==> src/rtl/mult_seq_ctrl.sv <==
// -----------------------------------------------------------------------------
// mult_seq_ctrl
//   Sequential shift-and-add unsigned multiplier. One WIDTH-bit ripple-carry
//   adder (a chain of adder_full cells) is reused for WIDTH iterations.
//   Each iteration does the conditional add and the right shift of {A,Q}.
//
// Ports
//   clk      in   1        system clock, rising edge
//   rst_n    in   1        asynchronous active-low reset
//   start    in   1        multiply request, accepted only while idle
//   a        in   WIDTH    multiplicand, captured when start is accepted
//   b        in   WIDTH    multiplier, captured when start is accepted
//   busy     out  1        operation in progress (CALC or DONE)
//   done     out  1        one-cycle pulse, product valid in this cycle
//   product  out  2*WIDTH  a*b, held until the next accepted start
// -----------------------------------------------------------------------------

// Single-bit full adder cell used to build the ripple-carry chain.
module adder_full (
  input  logic x,
  input  logic y,
  input  logic ci,
  output logic s,
  output logic co
);
  assign s  = x ^ y ^ ci;
  assign co = (x & y) | (ci & (x ^ y));
endmodule

module mult_seq_ctrl #(
  parameter int WIDTH = 8
) (
  input  logic               clk,
  input  logic               rst_n,
  input  logic               start,
  input  logic [WIDTH-1:0]   a,
  input  logic [WIDTH-1:0]   b,
  output logic               busy,
  output logic               done,
  output logic [2*WIDTH-1:0] product
);

  localparam int CNT_W = $clog2(WIDTH);
  localparam logic [CNT_W-1:0] CNT_LAST = CNT_W'(WIDTH - 1);

  typedef enum logic [1:0] {
    IDLE = 2'd0,
    CALC = 2'd1,
    DONE = 2'd2
  } state_t;

  state_t             state_q, state_d;
  logic [WIDTH-1:0]   m_q, m_d;     // multiplicand
  logic [WIDTH-1:0]   acc_q, acc_d; // accumulator, product upper half
  logic [WIDTH-1:0]   q_q, q_d;     // multiplier shift register, lower half
  logic               c_q, c_d;     // carry out of the last add
  logic [CNT_W-1:0]   cnt_q, cnt_d;

  // Shared adder: acc + (Q[0] ? M : 0), carry-in tied low.
  logic [WIDTH-1:0] addend;
  logic [WIDTH-1:0] sum;
  logic [WIDTH:0]   cy;
  logic             cout;

  assign addend = q_q[0] ? m_q : '0;
  assign cy[0]  = 1'b0;

  for (genvar g = 0; g < WIDTH; g++) begin : g_fa
    adder_full u_fa (
      .x  (acc_q[g]),
      .y  (addend[g]),
      .ci (cy[g]),
      .s  (sum[g]),
      .co (cy[g+1])
    );
  end

  assign cout = cy[WIDTH];

  always_comb begin
    state_d = state_q;
    m_d     = m_q;
    acc_d   = acc_q;
    q_d     = q_q;
    c_d     = c_q;
    cnt_d   = cnt_q;
    busy    = 1'b0;
    done    = 1'b0;

    case (state_q)
      IDLE: begin
        if (start) begin
          m_d     = a;
          q_d     = b;
          acc_d   = '0;
          c_d     = 1'b0;
          cnt_d   = '0;
          state_d = CALC;
        end
      end
      CALC: begin
        busy  = 1'b1;
        // Add and shift in one step; cout lands in the accumulator MSB so
        // nothing is lost and the full 2*WIDTH product never overflows.
        acc_d = {cout, sum[WIDTH-1:1]};
        q_d   = {sum[0], q_q[WIDTH-1:1]};
        c_d   = cout;
        cnt_d = cnt_q + 1'b1;
        if (cnt_q == CNT_LAST) begin
          state_d = DONE;
        end
      end
      DONE: begin
        busy    = 1'b1;
        done    = 1'b1;
        state_d = IDLE;
      end
      default: begin
        state_d = IDLE;
      end
    endcase
  end

  always_ff @(posedge clk or negedge rst_n) begin
    if (!rst_n) begin
      state_q <= IDLE;
      m_q     <= '0;
      acc_q   <= '0;
      q_q     <= '0;
      c_q     <= 1'b0;
      cnt_q   <= '0;
    end else begin
      state_q <= state_d;
      m_q     <= m_d;
      acc_q   <= acc_d;
      q_q     <= q_d;
      c_q     <= c_d;
      cnt_q   <= cnt_d;
    end
  end

  // {A,Q} is already registered; after DONE it stays put until the next
  // accepted start clears A.
  assign product = {acc_q, q_q};

endmodule

==> config.mk <==
export PLATFORM = sky130hd
export DESIGN_NAME = mult_seq_ctrl
export DESIGN_NICKNAME = d
export VERILOG_FILES = /design/src/rtl/mult_seq_ctrl.sv
export SDC_FILE = /design/constraint.sdc
export NUM_CORES = 1
export LEC_CHECK = 0
export ABC_CLOCK_PERIOD_IN_PS = 5800
export BUFFER_PORTS_ARGS = -buffer_cell sky130_fd_sc_hd__buf_4
export CAP_MARGIN = 20
export CORE_ASPECT_RATIO = 0.5
export CORE_MARGIN = 4
export CORE_UTILIZATION = 52
export CTS_CLUSTER_DIAMETER = 150
export CTS_CLUSTER_SIZE = 24
export DETAILED_ROUTE_END_ITERATION = 8
export MAX_ROUTING_LAYER = met4
export PLACE_DENSITY = 0.78
export SYNTH_ARGS = -nofsm -noshare
export SYNTH_HDL_FRONTEND = slang
export SYNTH_HIERARCHICAL = 1
export SYNTH_SLANG_ARGS = --single-unit
==> constraint.sdc <==
create_clock -name clk -period 5.8 [get_ports clk]
set_clock_uncertainty 0.1 [all_clocks]
set_input_delay 0.29 -clock clk [delete_from_list [all_inputs] [get_ports clk]]
set_output_delay 0.29 -clock clk [all_outputs]
set_load 0.01 [all_outputs]
==> results of run 1 <==
[layout make-up]
class	instances	area, sq um	share of cell area
Tap cell	37	46.3	0.0239
Clock inverter	1	30.0	0.0155
Timing Repair Buffer	37	280	0.145
Multi-Input combinational cell	78	734	0.379
Inverter	9	33.8	0.0174
Sequential cell	29	726	0.375
Clock buffer	7	86.3	0.0446
[registers in the layout (all words and copies together), names as in the netlist]
register / count
cnt_q: 3
m_q: 8
acc_q: 8
state_q: 2
q_q: 8
[synthesized netlist by cell type]
master,number,share of area
dfrtp_1,29,0.47
a22o_1,10,0.057
and2_1,9,0.037
inv_1,9,0.022
fa_1,8,0.10
mux2_2,7,0.051
ha_1,6,0.049
nor2_1,6,0.015
a221oi_2,4,0.039
buf_2,4,0.013
o22ai_1,4,0.016
a21oi_1,3,0.0098
nand2_1,3,0.0073
o21ai_0,3,0.0098
o221a_2,3,0.022
and3b_1,2,0.011
buf_6,2,0.015
nand2b_1,2,0.0081
a221oi_1,1,0.0057
a31o_2,1,0.0057
conb_1,1,0.0024
mux2_1,1,0.0073
mux2i_1,1,0.0065
nand3b_1,1,0.0049
nor3_1,1,0.0033
o22a_1,1,0.0057
[stage by stage]
stage / total power (uW) / utilization / std cells
finish: 1110 / 0.717 / 198
global placement: 869 / 0.671 / 189
global route: 1190 / 0.717 / 198
floorplan: 730 / - / 122
CTS: 1120 / 0.717 / 198
detailed placement: 893 / 0.671 / 189
[per-layer routing]
metal	up-vias	wire [microns]
li1	506	-
met1	524	1420
met2	36	1580
met3	6	224
met4	0	50
met5	-	0
[cells by family (layout without fill, tap and decap cells)]
kind of cell | Yosys count | after routing
adders and majority gates | 14 | 14
and+or+nand+nor | 24 | 24
AOI/OAI and AO/OA | 30 | 30
muxes | 9 | 9
DFF | 29 | 29
buffers and inverters | 15 | 54
other | 1 | 1
[power groups by stage]
stage / Clock (uW) / Combinational [uW] / Sequential [uW]
floorplan: 0 / 362 / 367
global placement: 0 / 508 / 361
detailed placement: 0 / 527 / 366
CTS: 220 / 531 / 364
global route: 231 / 584 / 376
finish: 216 / 526 / 364
[worst paths after layout]
kind / from / end / slack (ns) / depth (start not counted)
setup / recovery: q_q[0] / acc_q[6] / 1.41 / 10
hold / removal: a[5] / m_q[5] / 0.12 / 2
setup reg to reg: q_q[0] / acc_q[6] / 1.41 / 10
hold reg to reg: m_q[1] / m_q[1] / 0.40 / 1
max in group asynchronous: rst_n / q_q[4] / 4.96 / 2
min in group asynchronous: rst_n / m_q[5] / 0.36 / 2
==> qor.yml, run 1 <==
outcome: "completed"
design_area_sq_um: 1940
vias: 1072
ys_ff_latch: 29
track_usage: 0.198
io_pins: 37
detail_route.wl_per_cell_microns: 16.6
clock-sinks: 29
power_leakage_uw: 0.000944
fin_crit_sh: 0.758
tns_ns: 0
cts-root-buf: "clkbuf_8"
grt.met1_usage: 0.226
postCtsSetupBuffers: 0
setup.worst_path.class: "register to register"
power_switching_uw: 417
syn_inst: 122
antenna_found_initial: 0
grt_setup_unrepaired: "false"
avgSynthCellArea_sq_um: 12.6
post-dp-hpwl_microns: 2340
num_rows: 13
synth_top_family_by_area: "compound AO/OA/AOI/OAI gates"
diodes: 0
worstMarginPinSlew_ns: 0.990
htree_levels: 2
initial_core_util: 0.569
grt_max_degree: 30
slew_headroom: 0.321
power_frac_comb: 0.475
die_h_microns: 46.4
cts_tree: "yes"
layout_common_cells: "36 x buf_4, 29 x dfrtp_1, 10 x a22o_1"
initialDrtViolationCount: 38
final.min_clock_period_ns: 4.39
core_sq_um: 2700
clk_latency_ns: 0.28
cpPeakStageDelay_ns: 0.50
setup_ws_ns: 1.41
dieWidth_microns: 84.9
finalSetupViolations: 0
synth-simple-area-share: 0.0863
synth-adder-area-share: 0.153
grt_remaining_overflow: 0
grt_pass1_wl_microns: 5460
ctsLongestPathBuffers: 2
met2_usage: 0.316
path_cells: "and2_1 > fa_1 > fa_1 > fa_1 > fa_1 > fa_1 > fa_1 > fa_1 > fa_1 > a22o_1"
crit_fanout: 11
ys_seq_area_frac: 0.472
hold_slack_ns: 0.122
top_usage_layer: "met2"
cts_hold_buf: 1
ir_drop_uv: 279
slowest_stage: "dfrtp_1"
arrival_ns: 4.47
max_freq_mhz: 228
seqPwrFrac: 0.329
cpMostUsedCell: "fa_1"
drive_above_1_share: 0.360
portBuffers: 36
via_per_inst: 5.41
crit_path_start_kind: "register"
swShare: 0.376
dpl_cell_area_sq_um: 1810
clkPwrFrac: 0.195
syn2layout_area_growth_pct: 26.1
synth_area_sq_um: 1540
nFillCells: 205
ys_types: 26
crit_family: "adder cells"
end_kind: "register"
dieArea_sq_um: 3940
synth-compound-area-share: 0.171
synth_xor_area_frac: 0
nets: 193
synth_mux_area_frac: 0.0651
ctsResizeCount: 0
maxCapViolations: 0
gp_congestion: 0.723
finalHoldViolations: 0
clkTransAtPathRegs_ns: 0.06
numCtsBuffers: 5
ys_warn_count: 6
p_int_uw: 691
power.density_nw_per_um2: 572
grt_pass1_vias: 1144
use_met3: 0.0732
syn-num-nets: 155
final_common_cell: "buf_4"
drc: 0
wl_microns: 3280
dr.pass1.iters: 4
hp-class: "input pin to register"
place_ws_ns: 1.43
path_buf_inv: 0
final-max-slew-violation-count: 0
ant_nets: 0
required_ns: 5.87
(Power assumes the default switching activity.)
==> inputs of run 2 (changes only) <==
- ABC_CLOCK_PERIOD_IN_PS: 5800 -> 3700
- CORE_UTILIZATION: 52 -> 47
- PLACE_DENSITY: 0.78 -> 0.74
- clock period: 5.8 -> 3.7 ns (I/O delays scaled with it)
==> qor.yml, run 2 (synthesis results as in run 1) <==
ctsLongestPathBuffers: 2  # unchanged
power_frac_comb: 0.508  # was 0.475
place_ws_ns: -0.138  # was 1.43 ns
numCtsBuffers: 5  # unchanged
grt_remaining_overflow: 0  # unchanged
post-dp-hpwl_microns: 2170  # was 2340 microns
p_int_uw: 1040  # was 691 uW
dp.cells: 194  # was 189
fin_cells: 204  # was 198
final.min_clock_period_ns: 3.85  # was 4.39 ns
finalSetupViolations: 2  # was 0
diodes: 0  # unchanged
portBuffers: 36  # unchanged
required_ns: 3.77  # was 5.87 ns
clock-sinks: 29  # unchanged
power.density_nw_per_um2: 857  # was 572 nW/um^2
slew_headroom: 0.338  # was 0.321
core_sq_um: 3070  # was 2700 sq um
hp-class: "input pin to register"  # unchanged
violations: "setup timing"
initial_core_util: 0.501  # was 0.569
ant_nets: 0  # unchanged
ir_drop_uv: 376  # was 279 uV
syn2layout_area_growth_pct: 28.2  # was 26.1%
endpoint: "acc_q[6]"  # unchanged
dr.pass1.iters: 4  # unchanged
r2r-end: "acc_q[6]"  # unchanged
vias: 1095  # was 1072
fin_crit_sh: 1.04  # was 0.758
dieWidth_microns: 88.9  # was 84.9 microns
crit_path_start_kind: "register"  # unchanged
die_h_microns: 48.4  # was 46.4 microns
reg2reg_from: "q_q[0]"  # unchanged
antenna_found_initial: 0  # unchanged
grt_pass1_vias: 1157  # was 1144
maxCapViolations: 0  # unchanged
grt_pass1_wl_microns: 5140  # was 5460 microns
finalHoldViolations: 0  # unchanged
final-max-slew-violation-count: 0  # unchanged
power_switching_uw: 647  # was 417 uW
cts_tree: "yes"  # unchanged
num_rows: 14  # was 13
wl_microns: 3030  # was 3280 microns
reg_top3: "acc_q (8), m_q (8), q_q (8)"  # unchanged
arrival_ns: 3.92  # was 4.47 ns
final_common_cell: "buf_4"  # unchanged
setup.worst_path.class: "register to register"  # unchanged
htree_levels: 2  # unchanged
reg2reg_slack_ns: -0.15  # was 1.41 ns
clk_latency_ns: 0.28  # about the same
hold_slack_ns: 0.0327  # was 0.122 ns
clkPwrFrac: 0.159  # was 0.195
drive_above_1_share: 0.433  # was 0.360
swShare: 0.383  # was 0.376
r2r_cells: 10  # unchanged
io_pins: 37  # unchanged
track_usage: 0.161  # was 0.198
via_per_inst: 5.37  # was 5.41
crit_path_start: "q_q[0]"  # unchanged
design_area_sq_um: 1970  # was 1940 sq um
gp_congestion: 0.761  # was 0.723
cts-root-buf: "clkbuf_8"  # unchanged
drc: 0  # unchanged
tns_ns: -0.211  # was 0 ns
detail_route.wl_per_cell_microns: 14.9  # was 16.6 microns
end_kind: "register"  # unchanged
power_leakage_uw: 0.000939  # was 0.000944 uW
dpl_cell_area_sq_um: 1850  # was 1810 sq um
dieArea_sq_um: 4300  # was 3940 sq um
nets: 196  # was 193
worstMarginPinSlew_ns: 0.965  # was 0.990 ns
grt_setup_unrepaired: "true"  # was false
seqPwrFrac: 0.333  # was 0.329
grt_max_degree: 30  # unchanged
clkTransAtPathRegs_ns: 0.07  # was 0.06 ns
setup_ws_ns: -0.148  # was 1.41 ns
crit_fanout: 2  # was 11
initialDrtViolationCount: 24  # was 38
max_freq_mhz: 260  # was 228 MHz
outcome: "finished, violations left"  # was completed
layout_common_cells: "38 x buf_4, 28 x dfrtp_1, 10 x a22o_1"  # was 36 x buf_4, 29 x dfrtp_1, 10 x a22o_1
==> run 2: routing by layer <==
| metal | wire (microns) | vias up | part of all wire | track usage |
|---|---|---|---|---|
| li1 | - | 513 | - | - |
| met1 | 1370 | 553 | 0.45 | 0.189 |
| met2 | 1460 | 24 | 0.48 | 0.261 |
| met3 | 173 | 5 | 0.057 | 0.0576 |
| met4 | 27 | 0 | 0.0089 | 0.0452 |
| met5 | 0 | - | 0 | - |
==> run 2: final cells by class <==
type	instances	area, sq um
clock buffer	6	82.6
multi-input combinational	78	757
fill	243	1100
inverter	9	33.8
tap	40	50.0
sequential	29	727
timing repair buffer	40	305
clock inverter	2	13.8
==> run 2: worst max-delay path, cell delays in order (launching register included) <==
cell	delay, ns
dfrtp_2	0.40
and2_4	0.14
fa_2	0.34
fa_2	0.39
fa_2	0.35
fa_2	0.35
fa_2	0.35
fa_2	0.36
fa_2	0.35
fa_2	0.41
a22o_1	0.20
==> run 2: timing repair <==
item / CTS / global route
hold buffers: 1 / 1
pin swaps: 0 / 0
gates resized for setup: 1 / 0
endpoints found under the hold margin: 29 / 1
buffers inserted: 0 / 0
setup endpoints to repair: 2 / 2
==> run 2: how the worst min path moves through the flow <==
stage,startpoint,end,cells past startpoint
2_1_floorplan,rst_n,acc_q[0],0
3_3_place_gp,rst_n,m_q[3],1
3_5_place_dp,rst_n,m_q[4],1
4_1_cts,a[5],m_q[5],2
5_1_grt,a[3],m_q[3],2
6_report,a[0],m_q[0],2
==> run 2: power by group through the flow <==
stage                     clock network [uW]  logic [uW]  registers [uW]
after floorplan                            0         585             579
after global placement                     0         833             560
after detailed placement                   0         853             565
after CTS                                278         869             560
after global routing                     297         961             578
final                                    269         858             561
==> run 2: through the flow <==
| step | total power [uW] | util |
|---|---|---|
| finish | 1690 | 0.642 |
| global route | 1840 | 0.642 |
| CTS | 1710 | 0.639 |
| detailed placement | 1420 | 0.604 |
| global placement | 1390 | 0.604 |
| floorplan | 1160 | - |
==> inputs of run 3 (changes only) <==
- CORE_ASPECT_RATIO: 0.5 -> not set
- REMOVE_ABC_BUFFERS: not set -> 1
==> qor.yml, run 3 (synthesis results as in run 1) <==
drive_above_1_share: 0.413  # was 0.433
outcome: "finished, violations left"  # unchanged
dp.cells: 198  # was 194
clk_latency_ns: 0.32  # was 0.28 ns
cts-root-buf: "clkbuf_4"  # was clkbuf_8
slowest_stage: "fa_2"  # unchanged
r2r-end: "acc_q[6]"  # unchanged
hold_slack_ns: 0.0828  # was 0.0327 ns
wl_microns: 3420  # was 3030 microns
die_h_microns: 65.2  # was 48.4 microns
setup.worst_path.class: "register to register"  # unchanged
cpPeakStageDelay_ns: 0.41  # about the same
dieWidth_microns: 65.2  # was 88.9 microns
grt_setup_unrepaired: "true"  # unchanged
ant_nets: 0  # unchanged
hold_end: "state_q[0]"  # was m_q[0]
ir_drop_uv: 391  # was 376 uV
core_sq_um: 3080  # was 3070 sq um
max_freq_mhz: 261  # was 260 MHz
vias: 1133  # was 1095
slew_headroom: 0.535  # was 0.338
finalSetupViolations: 2  # unchanged
clock-sinks: 29  # unchanged
clkTransAtPathRegs_ns: 0.09  # was 0.07 ns
fin_crit_sh: 1.04  # about the same
diodes: 0  # unchanged
fin_cells: 216  # was 204
crit_family: "adder cells"  # unchanged
reg2reg_slack_ns: -0.13  # was -0.15 ns
numCtsBuffers: 5  # unchanged
dr.pass1.iters: 4  # unchanged
gp_congestion: 0.756  # was 0.761
nFillCells: 271  # was 243
io_pins: 37  # unchanged
layout_common_cells: "39 x buf_4, 29 x dfrtp_1, 10 x a22o_1"  # was 38 x buf_4, 28 x dfrtp_1, 10 x a22o_1
cpMostUsedCell: "fa_2"  # unchanged
grt_pass1_wl_microns: 5870  # was 5140 microns
r2r_cells: 10  # unchanged
drc: 0  # unchanged
crit_fanout: 2  # unchanged
violations: "setup timing"  # unchanged
dieArea_sq_um: 4250  # was 4300 sq um
htree_levels: 2  # unchanged
track_usage: 0.189  # was 0.161
setup_ws_ns: -0.135  # was -0.148 ns
via_per_inst: 5.25  # was 5.37
final-max-slew-violation-count: 0  # unchanged
worstMarginPinSlew_ns: 0.698  # was 0.965 ns
worstHoldStart: "start"  # was a[0]
crit_path_start_kind: "register"  # unchanged
multi_input_area_sq_um: 757  # unchanged
maxCapViolations: 0  # unchanged
hp-class: "input pin to register"  # unchanged
power_leakage_uw: 0.000964  # was 0.000939 uW
power.density_nw_per_um2: 823  # was 857 nW/um^2
path_cells: "and2_4 > fa_2 > fa_2 > fa_2 > fa_2 > fa_2 > fa_2 > fa_2 > fa_2 > a22o_1"  # unchanged
final_common_cell: "buf_4"  # unchanged
portBuffers: 36  # unchanged
path_buf_inv: 0  # unchanged
grt_max_degree: 30  # unchanged
arrival_ns: 3.95  # was 3.92 ns
grt_pass1_vias: 1287  # was 1157
postCtsSetupBuffers: 0  # unchanged
nets: 204  # was 196
required_ns: 3.82  # was 3.77 ns
ff_latch_area_sq_um: 726  # was 727 sq um
cts_tree: "yes"  # unchanged
final.min_clock_period_ns: 3.83  # was 3.85 ns
detail_route.wl_per_cell_microns: 15.9  # was 14.9 microns
whs_path_depth: 3  # was 2
initial_core_util: 0.499  # was 0.501
finalHoldViolations: 0  # unchanged
grt_remaining_overflow: 0  # unchanged
reg2reg_from: "m_q[0]"  # was q_q[0]
num_rows: 20  # was 14
antenna_found_initial: 0  # unchanged
end_kind: "register"  # unchanged
post-dp-hpwl_microns: 2340  # was 2170 microns
initialDrtViolationCount: 47  # was 24
ctsLongestPathBuffers: 2  # unchanged
syn2layout_area_growth_pct: 31.8  # was 28.2%
reg_top3: "acc_q (8), m_q (8), q_q (8)"  # unchanged
==> run 3: per-stage QoR <==
stage	utilization	total power, uW	setup slack [ns]	area, sq um	TNS, ns
after floorplan	-	1110	-0.475	1490	-0.975
after global placement	0.596	1360	-0.410	1830	-0.777
after detailed placement	0.596	1410	-0.471	1830	-0.954
after CTS	0.655	1660	-0.111	2020	-0.143
after global routing	0.658	1810	-0.203	2020	-0.337
final	0.658	1670	-0.135	2020	-0.187
==> run 3: per-layer routing <==
metal  GRT usage  vias up  routed length [microns]
met5           -        -                        0
li1            -      529                        -
met4      0.0492        0                       31
met2       0.325       32                     1770
met3      0.0564        5                      226
met1       0.217      567                     1400
==> run 3: area by class of cell <==
cell class	count	share of cell area
multi-input combinational	78	0.374
clock inverter	1	0.00247
inverter	9	0.0167
clock buffer	7	0.0321
sequential	29	0.358
tap	44	0.0272
timing repair buffer	48	0.189
==> run 3: how the worst max path moves through the flow <==
stage | cells past startpoint | slack [ns] | startpoint | to
detailed placement | 10 | -0.47 | m_q[0] | acc_q[6]
global placement | 10 | -0.41 | m_q[0] | acc_q[6]
CTS | 10 | -0.11 | m_q[0] | acc_q[6]
floorplan | 10 | -0.48 | q_q[0] | acc_q[6]
finish | 10 | -0.13 | m_q[0] | acc_q[6]
global route | 10 | -0.20 | m_q[0] | acc_q[6]
==> run 3: where the power goes <==
| group | switching, uW | internal, uW | leakage [uW] |
|---|---|---|---|
| clock | 107 | 110 | 0.0000413 |
| sequential | 108 | 454 | 0.000348 |
| combinational | 435 | 452 | 0.000574 |
==> run 3: what timing repair did <==
| action | in CTS | in global routing |
|---|---|---|
| endpoints found under the setup margin | 3 | 2 |
| hold buffers | 9 | 0 |
| gates cloned | 0 | 0 |
| hold endpoints to repair | 37 | 0 |
| gates resized for setup | 9 | 0 |
| pin swaps | 0 | 0 |
==> run 3: worst min-delay path, cell delays in order <==
cell	delay, ns
buf_4	0.11
a21oi_1	0.06
a21oi_1	0.11
